===== src/rtl/serial_adder_sub.sv =====
// rtl/serial_adder_sub.sv - bit-serial adder/subtractor, LSB-first, one bit per clock
// One full-adder slice plus carry flop; subtraction is a + ~b + 1.
module serial_adder_sub #(
  parameter  int WIDTH = 8,
  localparam int CW    = $clog2(WIDTH) + 1
) (
  input  logic             clk,
  input  logic             rst_n,
  input  logic             start,
  input  logic             sub,
  input  logic [WIDTH-1:0] a,
  input  logic [WIDTH-1:0] b,
  input  logic             cin,
  output logic             busy,
  output logic             done,
  output logic [WIDTH-1:0] sum,
  output logic             cout,
  output logic             ovf
);

  typedef enum logic [1:0] {
    S_IDLE = 2'd0,
    S_RUN  = 2'd1,
    S_DONE = 2'd2
  } state_t;

  state_t           r_state;
  state_t           w_next;
  logic [WIDTH-1:0] r_op_a;
  logic [WIDTH-1:0] r_op_b;
  logic [WIDTH-1:0] r_res;
  logic [WIDTH-1:0] r_sum;
  logic             r_carry;
  logic             r_c_msb;
  logic             r_cout;
  logic             r_ovf;
  logic [CW-1:0]    r_cnt;
  logic             w_load;
  logic             w_last;
  logic             w_s;
  logic             w_c;

  // start is honoured whenever the slice is not mid-operation (IDLE or DONE)
  assign w_load = start && (r_state != S_RUN);
  assign w_last = (r_cnt == CW'(WIDTH - 1));
  assign w_s    = r_op_a[0] ^ r_op_b[0] ^ r_carry;
  assign w_c    = (r_op_a[0] & r_op_b[0]) | (r_op_a[0] & r_carry) | (r_op_b[0] & r_carry);

  always_ff @(posedge clk or negedge rst_n) begin
    if (!rst_n) r_state <= S_IDLE;
    else        r_state <= w_next;
  end

  always_comb begin
    w_next = r_state;
    case (r_state)
      S_IDLE:  w_next = start ? S_RUN : S_IDLE;
      S_RUN:   w_next = w_last ? S_DONE : S_RUN;
      S_DONE:  w_next = start ? S_RUN : S_IDLE;
      default: w_next = S_IDLE;
    endcase
  end

  always_comb begin
    busy = (r_state == S_RUN);
    done = (r_state == S_DONE);
  end

  always_ff @(posedge clk or negedge rst_n) begin
    if (!rst_n) begin
      r_op_a  <= '0;
      r_op_b  <= '0;
      r_res   <= '0;
      r_sum   <= '0;
      r_carry <= 1'b0;
      r_c_msb <= 1'b0;
      r_cout  <= 1'b0;
      r_ovf   <= 1'b0;
      r_cnt   <= '0;
    end else if (w_load) begin
      r_op_a  <= a;
      r_op_b  <= sub ? ~b : b;
      r_carry <= sub ? 1'b1 : cin;
      r_cnt   <= '0;
    end else if (r_state == S_RUN) begin
      r_op_a  <= r_op_a >> 1;
      r_op_b  <= r_op_b >> 1;
      r_carry <= w_c;
      r_res   <= {w_s, r_res[WIDTH-1:1]};
      r_cnt   <= r_cnt + CW'(1);
      // carry out of bit WIDTH-2 is the carry into the MSB, needed for overflow
      if (r_cnt == CW'(WIDTH - 2)) r_c_msb <= w_c;
      if (w_last) begin
        r_sum  <= {w_s, r_res[WIDTH-1:1]};
        r_cout <= w_c;
        r_ovf  <= r_c_msb ^ w_c;
      end
    end
  end

  assign sum  = r_sum;
  assign cout = r_cout;
  assign ovf  = r_ovf;

endmodule

===== config.mk =====
export PLATFORM = sky130hd
export DESIGN_NAME = serial_adder_sub
export DESIGN_NICKNAME = d
export VERILOG_FILES = /design/src/rtl/serial_adder_sub.sv
export SDC_FILE = /design/constraint.sdc
export NUM_CORES = 1
export LEC_CHECK = 0
export CORE_MARGIN = 4
export CORE_UTILIZATION = 49
export CTS_CLUSTER_SIZE = 24
export DETAILED_ROUTE_END_ITERATION = 10
export GPL_ROUTABILITY_DRIVEN = 0
export MAX_ROUTING_LAYER = met4
export PLACE_DENSITY = 0.85
export SKIP_LAST_GASP = 1
export SLEW_MARGIN = 5
export SYNTH_ARGS = -nofsm -noshare
export SYNTH_HDL_FRONTEND = slang
export SYNTH_SLANG_ARGS = --single-unit

===== constraint.sdc =====
create_clock -name clk -period 3.6 [get_ports clk]
set_input_delay 0.54 -clock clk [delete_from_list [all_inputs] [get_ports clk]]
set_output_delay 0.54 -clock clk [all_outputs]
set_load 0.03 [all_outputs]

* Word level (Yosys, flattened, before mapping)
Cells that the tools add are included.
Storage, ports and cells: flip-flop bits (word level) 42, input port bits 21, word-level logic and storage cells 46
Cells by class: add/sub/neg operators 1, equal/unequal tests 5, mux-type cells 13, bitwise gates (word level) 10, reduce and logical (&&, ||, !) cells 7
Operators with widths (count):
- $mux 8 | 5
- $eq 4x3->1 const B | 2
- $mux 4 | 2
- $not 8->8 | 1
- $reduce_and 3->1 | 2
- $add 4x1->4 const B | 1
- $mux 1 | 4
- $pmux 2 s2 | 1
- $and 1x1->1 | 3
- $xor 1x1->1 | 3
- $eq 2x1->1 const B | 1
- $eq 2x2->1 const B | 1
- $logic_not 2->1 | 1
- $mux 2 | 1
- $ne 2x1->1 const B | 1
- $or 1x1->1 | 2
- $reduce_and 2->1 | 1
- $reduce_bool 2->1 | 1
- $reduce_or 2->1 | 1
- $logic_and 1x1->1 | 1
- $not 1->1 | 1

* Depth between registers and ports, before layout
Gate-level depths: netlist (run 1).
depth in word-level cells 5, depth in mapped cells 6, gate-level depth less buffers 4

* Worst setup path after synthesis (run 1)
No wires, ideal clock.
path type register to register, from register r_cnt[0], to register r_cout (netlist: cout), library setup time 125 ps, arrival time 1367 ps, required time 3475 ps, slack 2108 ps, cell stages (with the launch flop) 6, buffers on the path 1, clock period less this slack 1492 ps, cell sequence dfrtp_1 > ha_1 > and3b_1 > and2_4 > buf_6 > mux2_4
On the way: word-level cells in the longest chain between the ends 2
Ends and longest elaborated chain:
- start, declared | RTL line 37 | logic [CW-1:0] r_cnt;
- start signal, assigned | RTL line 90 | r_cnt <= r_cnt + CW'(1);
- $eq 4x3->1 | RTL line 45 | assign w_last = (r_cnt == CW'(WIDTH - 1));
- $reduce_and 3->1 (no line)
- end signal, assigned | RTL line 95 | r_cout <= w_c;
- end, declared | RTL line 35 | logic r_cout;
Every way passes these cells. A chain may end at the register's enable or synchronous reset.

* Worst setup path after layout (run 1)
from register r_state[1], to output port busy
On the way: word-level cells in the longest chain between the ends 1
Ends and longest elaborated chain:
- start, declared | RTL line 27 | state_t r_state;
- start signal, assigned | RTL line 51 | else r_state <= w_next;
- $eq 2x1->1 | RTL line 65 | busy = (r_state == S_RUN);
- end, declared | RTL line 14 | output logic busy,
Every way passes these cells.

==> metrics.md, run 1 <==
| Metric | Value |
|---|---|
| Switch Pwr | 0.695 mW |
| Worst Hold Class | input pin to asynchronous set/reset pin |
| Htree depth | 2 |
| Netlist cell types | 28 |
| Post-CTS setup buffers | 0 |
| Synth Register Bits | 41 |
| Power share of the combinational group | 0.408 |
| Clk buf depth | 2 |
| Sequential share of the synthesized area | 0.546 |
| Pwr Density | 806 nW/µm² |
| Synth top area cells | dfrtp_1 55%, mux2i_1 8.5%, nand2_1 7.4% |
| Max rail drop VDD | 0.000371 V |
| Post-Layout Cell Count | 245 |
| Largest delay contributor family on the critical path | buffers and inverters |
| Initial antenna violation count | 0 |
| Die Span X | 70.0 µm |
| RSZ-0062 raised after global routing | false |
| Grt ovf | 0 |
| Synth-to-Final Area Change | 21.4% |
| Pre-antenna DRT Iters | 4 |
| Sw frac | 0.378 |
| Synth top area share | 0.546 |
| Syn Area/Cell | 11.3 µm² |
| Worst-Margin Slew | 1010 ps |
| Crit path DAT | 2220 ps |
| Initial Util | 0.510 |
| Fin. Hold Viols | 0 |
| Final Power | 1.84 mW |
| Final antenna diode count | 0 |
| CP Capture Type | output port |
| DR vias | ~1200 |
| CTS buffer count | 5 |
| First-pass GRT wire length | about 5200 µm |
| Port bufs | 32 |
| Dpl cells | 237 |
| DR WL/cell | 12.3 µm |
| Share of cells above drive strength 1 | 0.112 |
| Most common cell after layout, fill and taps aside | dfrtp_1 |
| GR Util met3 | 0.0518 |
| Vias in the first global route | 1167 |
| Crit share post-route | 0.766 |
| Initial drt markers | 57 |
| Syn. warnings | 0 |
| Fill cell count | 329 |
| Power Internal | 1.15 mW |
| Flop pwr share | 0.434 |
| Post-DP HPWL | 2090 µm |
| M1 GR Usage | 0.179 |
| # nets final | 220 |
| Mapped Nets | 191 |
| Critical path fanouts, max | 46 |
| FP Rows | 22 |
| Num Clock Sinks | 41 |
| Met2 usage | 0.201 |
| Clk slew on worst S/H paths | 80 ps |
| GRT Total Usage | 0.141 |
| Max incr delay on CP | 750 ps |
| Final ANT Viol Nets | 0 |
| Core area | 3690 µm² |
| Status | finished clean |
| Syn Inst Count | approximately 170 |
| Die area | slightly below 5000 µm² |
| Crit path buf inv count | 2 |
| Tmin final | about 2800 ps |
| Post-cts resize count | 0 |
| Total wire length | 3020 µm |
| Finish-stage setup viols | 0 |
| CTS Hold Bufs | 0 |
| Pins Over Slew Limit | 0 |
| Largest net degree at the start of global routing | 47 |
| Clock power share | 0.158 |
| Max-Cap Viols | 0 |
| Die height | 70.0 µm |
| Commonest non-fill, non-tap cells in the layout | 41 x dfrtp_1, 37 x nand2_1, 31 x clkdlybuf4s50_1 |
| Top-Level Pins | 33 |
| Setup Skew | approximately 7 ps |
| Rel. slew slack | 0.324 |
| Req. time, crit path | about 3100 ps |
| Critical path type | flop to output port |
| Post-synth top area cell | dfrtp_1 |
| # DRC | 0 |
| GRT busiest layer | met2 |
| Synthesized area | 1880 µm² |
| CTS tree | yes |
| Crit start category | flop |
| Critical path cell sequence | nand2b_1 -> inv_4 -> clkdlybuf4s50_1 |
| Via density | 5.02 |
| TNS Setup | 0 ps |
| Fmax | approximately 360 MHz |
| Root buf cell | clkbuf_8 |
| P_leak | approximately 1.1 nW |
| Clk_lat worst skew | 300 ps |
| Critical path's slowest cell | clkdlybuf4s50_1 |
per-layer routing:
layer  part of all wire  up-vias
met5                  0        -
met2               0.44       37
met4              0.021        0
li1                   -      615
met3              0.063        6
met1               0.48      571
cells by family (layout without fill, tap and decap cells):
| family | after synthesis | after routing | share of synthesized area |
|---|---|---|---|
| simple gates | 51 | 51 | 0.118 |
| buf+inv | 13 | 43 | 0.0386 |
| flops | 41 | 41 | 0.546 |
| compound gates | 23 | 23 | 0.0645 |
| mux | 27 | 27 | 0.167 |
| xor+xnor | 9 | 9 | 0.0419 |
| fa+ha+maj | 3 | 3 | 0.0240 |
area by class of cell:
cell class	instances	area, µm²	share of cell area
sequential	41	1030	0.449
multi-input combinational	113	782	0.342
timing repair buffer	32	315	0.138
clock buffer	5	68.8	0.0301
tap	48	60.1	0.0263
clock inverter	3	17.5	0.00767
inverter	3	13.8	0.00603
final timing paths:
kind | start | to | slack (ps) | cells past startpoint
max | r_state[1] | busy | 840 | 3
min in group clk | r_op_b[4] | r_op_b[3] | 490 | 2
max in group asynchronous | rst_n | r_op_a[1] | 2700 | 1
min reg2reg | r_op_b[4] | r_op_b[3] | 490 | 2
max reg2reg | r_state[1] | sum[0] | 1620 | 4
min | rst_n | r_op_b[4] | 360 | 1
cell usage after synthesis:
cell type	instances
buf_6	2
nand3b_1	1
xnor2_1	2
nand2b_1	1
nor2b_1	1
xor2_1	7
nor2_1	2
o22ai_1	1
mux2_4	8
inv_4	1
inv_1	2
and3b_1	1
nand4b_1	1
o21a_1	1
fa_1	1
buf_2	5
ha_1	2
nor3_1	1
dfrtp_1	41
nand3_1	5
and2_4	1
mux2i_1	16
mux2_2	3
a211oi_1	1
o21ai_0	17
clkbuf_1	3
nand2_1	37
a21oi_1	3
power by group through the flow:
| stage | clock network (mW) | logic, mW | registers [mW] |
|---|---|---|---|
| after floorplan | 0 | 0.449 | 0.889 |
| after global placement | 0 | 0.741 | 0.801 |
| after detailed placement | 0 | 0.761 | 0.807 |
| after CTS | 0.301 | 0.763 | 0.801 |
| after global routing | 0.320 | 0.840 | 0.832 |
| final | 0.291 | 0.750 | 0.799 |
metrics by stage:
stage	setup WS, ps	area [µm²]	utilization	hold WS (ps)
final	843	2280	0.619	356
after global routing	694	2280	0.619	420
after CTS	813	2280	0.619	393
after detailed placement	1160	2200	0.596	467
after global placement	1170	2200	0.596	459
after floorplan	2110	1880	-	244
state kept, by name (all words and copies together) (netlist names):
register,count
ovf,1
sum,8
r_carry,1
cout,1
r_state,2
r_cnt,4
r_op_b,8
r_op_a,8
r_res,7
r_c_msb,1
Note: power is estimated with default switching activity, not from simulation.
==> run 2, diff against run 1 <==
- clock period: 3.6 -> 2.65 ns (I/O delays scaled with it)
==> run 2 against run 1 <==
Clock power is 39% higher; wire length is 7.1% higher; die area unchanged; via count is 2.4% higher; critical path type unchanged.
==> metrics.md, run 2 (synthesized netlist as in run 1, its figures left out) <==
| Metric | Value |
|---|---|
| Status | finished clean |
| Critical path cell sequence | nand2b_1 -> inv_4 -> clkdlybuf4s50_1 |
| Num Clock Sinks | 41 (unchanged) |
| Fill cell count | 308 (-6.4%) |
| Pins Over Slew Limit | 0 (unchanged) |
| Root buf cell | clkbuf_8 |
| # nets final | 224 (+1.8%) |
| Crit start category | flop |
| Worst Hold Class | input pin to asynchronous set/reset pin |
| Most common cell after layout, fill and taps aside | dfrtp_1 |
| Fin. Hold Viols | 0 (unchanged) |
| Pwr Density | 1100 nW/µm² (+37%) |
| CTS buffer count | 5 (unchanged) |
| CTS Hold Bufs | 0 (unchanged) |
| Top-Level Pins | 33 (unchanged) |
| DR vias | 1259 (+2.4%) |
| GRT Total Usage | 0.148 (+0.00734) |
| Crit path buf inv count | 2 (unchanged) |
| Largest net degree at the start of global routing | 42 (-11%) |
| Critical path fanouts, max | 18 (-61%) |
| CP Capture Type | output port |
| # DRC | 0 (unchanged) |
| Commonest non-fill, non-tap cells in the layout | 41 x dfrtp_1, 37 x nand2_1, 31 x clkdlybuf4s50_1 |
| Via density | 5.08 (+1.2%) |
| Post-DP HPWL | 2280 µm (+9.2%) |
| Stages on the worst setup path | 3 (unchanged) |
| Die Span X | 70.0 µm (unchanged) |
| DR WL/cell | 13.0 µm (+5.8%) |
| Grt ovf | 0 (unchanged) |
| Post-CTS setup buffers | 0 (unchanged) |
| CP Launch Point | r_state[1] |
| R2R depth | 4 (unchanged) |
| Max rail drop VDD | 0.000526 V (+42%) |
| Setup Skew | 3.57 ps (-3.41 ps) |
| Htree depth | 2 (unchanged) |
| P_leak | 1.08 nW (+1.8%) |
| Synth-to-Final Area Change | 23.0% |
| First-pass GRT wire length | 5620 µm (+7.5%) |
| Critical path type | flop to output port |
| Clk_lat worst skew | 290 ps (about the same) |
| TNS Setup | 0 ps (unchanged) |
| Worst-Margin Slew | 896 ps (-115 ps) |
| Fmax | 471 MHz |
| FF-to-FF Start | r_cnt[0] |
| Die area | 4890 µm² (unchanged) |
| Post-cts resize count | 0 (unchanged) |
| Total wire length | 3230 µm (+7.1%) |
| Core area | 3690 µm² (unchanged) |
| Multi-input logic area | 782 µm² (unchanged) |
| Register area | 1030 µm² (unchanged) |
| Finish-stage setup viols | 0 (unchanged) |
| Pre-antenna DRT Iters | 4 (unchanged) |
| Final antenna diode count | 0 (unchanged) |
| Clk buf depth | 2 (unchanged) |
| Clk slew on worst S/H paths | 70 ps (about the same) |
| Reg2Reg Setup Slack | 1060 ps (-560 ps) |
| Final Power | 2.55 mW (+39%) |
| Initial antenna violation count | 0 (unchanged) |
| Largest delay contributor family on the critical path | buffers and inverters |
| Crit share post-route | 0.801 |
| Critical path's slowest cell | clkdlybuf4s50_1 |
| Initial drt markers | 88 (+54%) |
| Share of cells above drive strength 1 | 0.120 (+0.00832) |
| Vias in the first global route | 1267 (+8.6%) |
| Max-Cap Viols | 0 (unchanged) |
| FP Rows | 22 (unchanged) |
| Final ANT Viol Nets | 0 (unchanged) |
| Die height | 70.0 µm (unchanged) |
| Req. time, crit path | 2250 ps (-810 ps) |
| Port bufs | 32 (unchanged) |
| Max incr delay on CP | 700 ps (-50 ps) |
| Initial Util | 0.510 (unchanged) |
| Crit path DAT | 1720 ps (-500 ps) |
| Tmin final | 2120 ps |
| CTS tree | yes |
| RSZ-0062 raised after global routing | false |
| Rel. slew slack | 0.403 (+0.0789) |
==> run 2: changes by cell type in the layout (fill, tap and decap cells not counted), sizes merged <==
cell,previous run,this run
clkbuf,5,7
clkinv,2,0
clkinvlp,1,0
buf,1,5
==> run 2: metrics by stage <==
stage,hold WS (ps),worst slack [ps],std cells,instance area (µm²),util
floorplan,102,1160,167,1880,-
global placement,460,866,241,2230,0.604
detailed placement,472,836,241,2230,0.604
CTS,249,509,248,2310,0.627
global route,298,457,248,2310,0.627
finish,231,528,248,2310,0.627
==> run 2: power by group <==
group          total [mW]  internal (mW)  switching [mW]
clock network       0.405          0.206           0.199
logic                1.06          0.492           0.568
registers            1.09          0.905           0.182
total                2.55           1.60           0.949
==> run 2: area by class of cell <==
type	count	share of cell area
repair buffers	36	0.149
clock buffers	7	0.0373
well taps	48	0.0260
flip-flops and latches	41	0.443
multi-input cells	113	0.338
inverters	3	0.00595
==> run 2: per-layer routing <==
layer	global-route usage	up-vias	part of all wire	wire length [µm]
li1	-	622	-	-
met1	0.183	598	0.47	1510
met2	0.228	34	0.46	1490
met3	0.0561	5	0.059	192
met4	0.0447	0	0.013	42
met5	-	-	0	0
==> run 2: path summary, 6_finish.rpt <==
path                              to
min in group clk           r_op_b[0]
min                           sum[5]
max in group asynchronous   r_cnt[3]
max reg2reg                   sum[0]
max                             busy
min reg2reg                r_op_b[0]
==> edit (flow settings as in run 2) <==
Put a register stage on the output `done`, with the module's reset. The value now appears one clock later. The other outputs are not delayed to match.
--- a/src/rtl/serial_adder_sub.sv
+++ b/src/rtl/serial_adder_sub.sv
@@ -24,4 +24,6 @@
     S_DONE = 2'd2
   } state_t;
+
+  logic done_d;
 
   state_t           r_state;
@@ -64,5 +66,5 @@
   always_comb begin
     busy = (r_state == S_RUN);
-    done = (r_state == S_DONE);
+    done_d = (r_state == S_DONE);
   end
 
@@ -103,3 +105,11 @@
   assign ovf  = r_ovf;
 
+  always_ff @(posedge clk or negedge rst_n) begin
+    if (!rst_n) begin
+      done <= '0;
+    end else begin
+      done <= done_d;
+    end
+  end
+
 endmodule
Check against the original RTL: not equivalent (Yosys sat finds a counterexample within 10 cycles, from zero or initial values and one cycle with rst_n low).
==> edit against run 2 <==
Worst setup slack gained 49 ps; first-iteration DRC count grew 2.3%; worst hold slack lost 14 ps; synthesized cell count shrank 0.60%; power shrank 0.47%; sequential cell count grew 1; combinational power shrank 9%; maximum frequency grew 2.3%; final area grew 2.3%; core utilization grew 0.95 points; synthesized area grew 1.9%; routed wire length grew 2.8%; highest routed layer unchanged.
==> edit: results (changes against run 2) <==
- The flow ran to the end, and the final reports show no timing, DRC or antenna violations.
- The met3 routed wirelength is 182 um (-5.2%).
- The highest net fanout along the worst path came to 13 (-5).
- The share of total power consumed by net switching came to 35.7% (-1.5 points).
- The total leakage power is 1.11 nW (+2.7%).
- The post-synthesis sequential area ratio is 54.9% (+0.31 points).
- The utilization of the core after routing was 63.7% (+0.95 points).
- The total of fill cells in the finished design is 307 (-0.32%).
- The initial detailed-routing violation count was 90 (+2.3%).
- The headroom to the max-slew limit is 40.0% (-0.31 points).
- The worst clock skew is 10.5 ps (+6.95 ps).
- The number of distinct library cells after synthesis was 29 (+3.6%).
- The number of cells in the finished layout apart from fillers is 246 (-0.81%).
- The combinational group share of total power came to 38.1% (-3.4 points).
- The largest vdd supply drop is 0.397 mV (-24%).
- The met1 routed wirelength after detailed routing was 1460 um (-3.0%).
- The final-layout worst hold slack came to 217 ps (-14.0 ps).
- The largest net degree at the start of global routing is 45 (+7.1%).
- The arrival time at the worst endpoint came to 1680 ps (-40 ps).
- The cell count of the worst reg-to-reg path is 5 (+1).
- The maximum cell stage delay along the critical path is 680 ps (-20 ps).
- The wire length on met2 is 1630 um (+9.5%).
- The instance count after placement with tap cells included came to 238 (-1.2%).
- The cell count after synthesis was 166 (-0.60%).
- The mean number of vias per cell is 5.09 (+0.17%).
- The layout cell share with drive strength beyond 1 was 12.6% (+0.63 points).
- The commonest cells after synthesis are dfrtp_1 (42), nand2_1 (37), mux2i_1 (16), o21ai_0 (11).
- The global router's overall resource usage was 15.2% (+0.38 points).
==> edit: final cells by class <==
cell class	count	area share, %
clock inverter	2	1.59
timing repair buffer	34	14.0
clock buffer	6	3.07
sequential	42	44.4
inverter	2	0.423
multi-input combinational	112	34.0
tap	48	2.54
==> edit: per-stage QoR <==
step	worst slack, ps	cell area [um2]	power (mW)
finish	577	2370	2.54
floorplan	1180	1920	1.74
CTS	573	2370	2.57
global placement	815	2260	2.01
detailed placement	749	2260	2.06
global route	541	2370	2.72
==> edit: routing by layer <==
metal  vias to the layer above  GRT usage (%)
met3                         5           4.46
met2                        33           24.1
li1                        615              -
met4                         0           7.02
met5                         -              -
met1                       598           17.8
==> edit: kinds of logic (layout without fill, tap and decap cells) <==
logic type,after synthesis,count (layout),synth area share [%]
XOR/XNOR,10,10,4.57
AO/OA/AOI/OAI,21,21,5.81
AND/OR/NAND/NOR,49,49,11.5
buffers and inverters,12,44,3.14
multiplexers,29,29,17.8
adder cells (fa/ha/maj),3,3,2.35
flip-flops,42,42,54.9
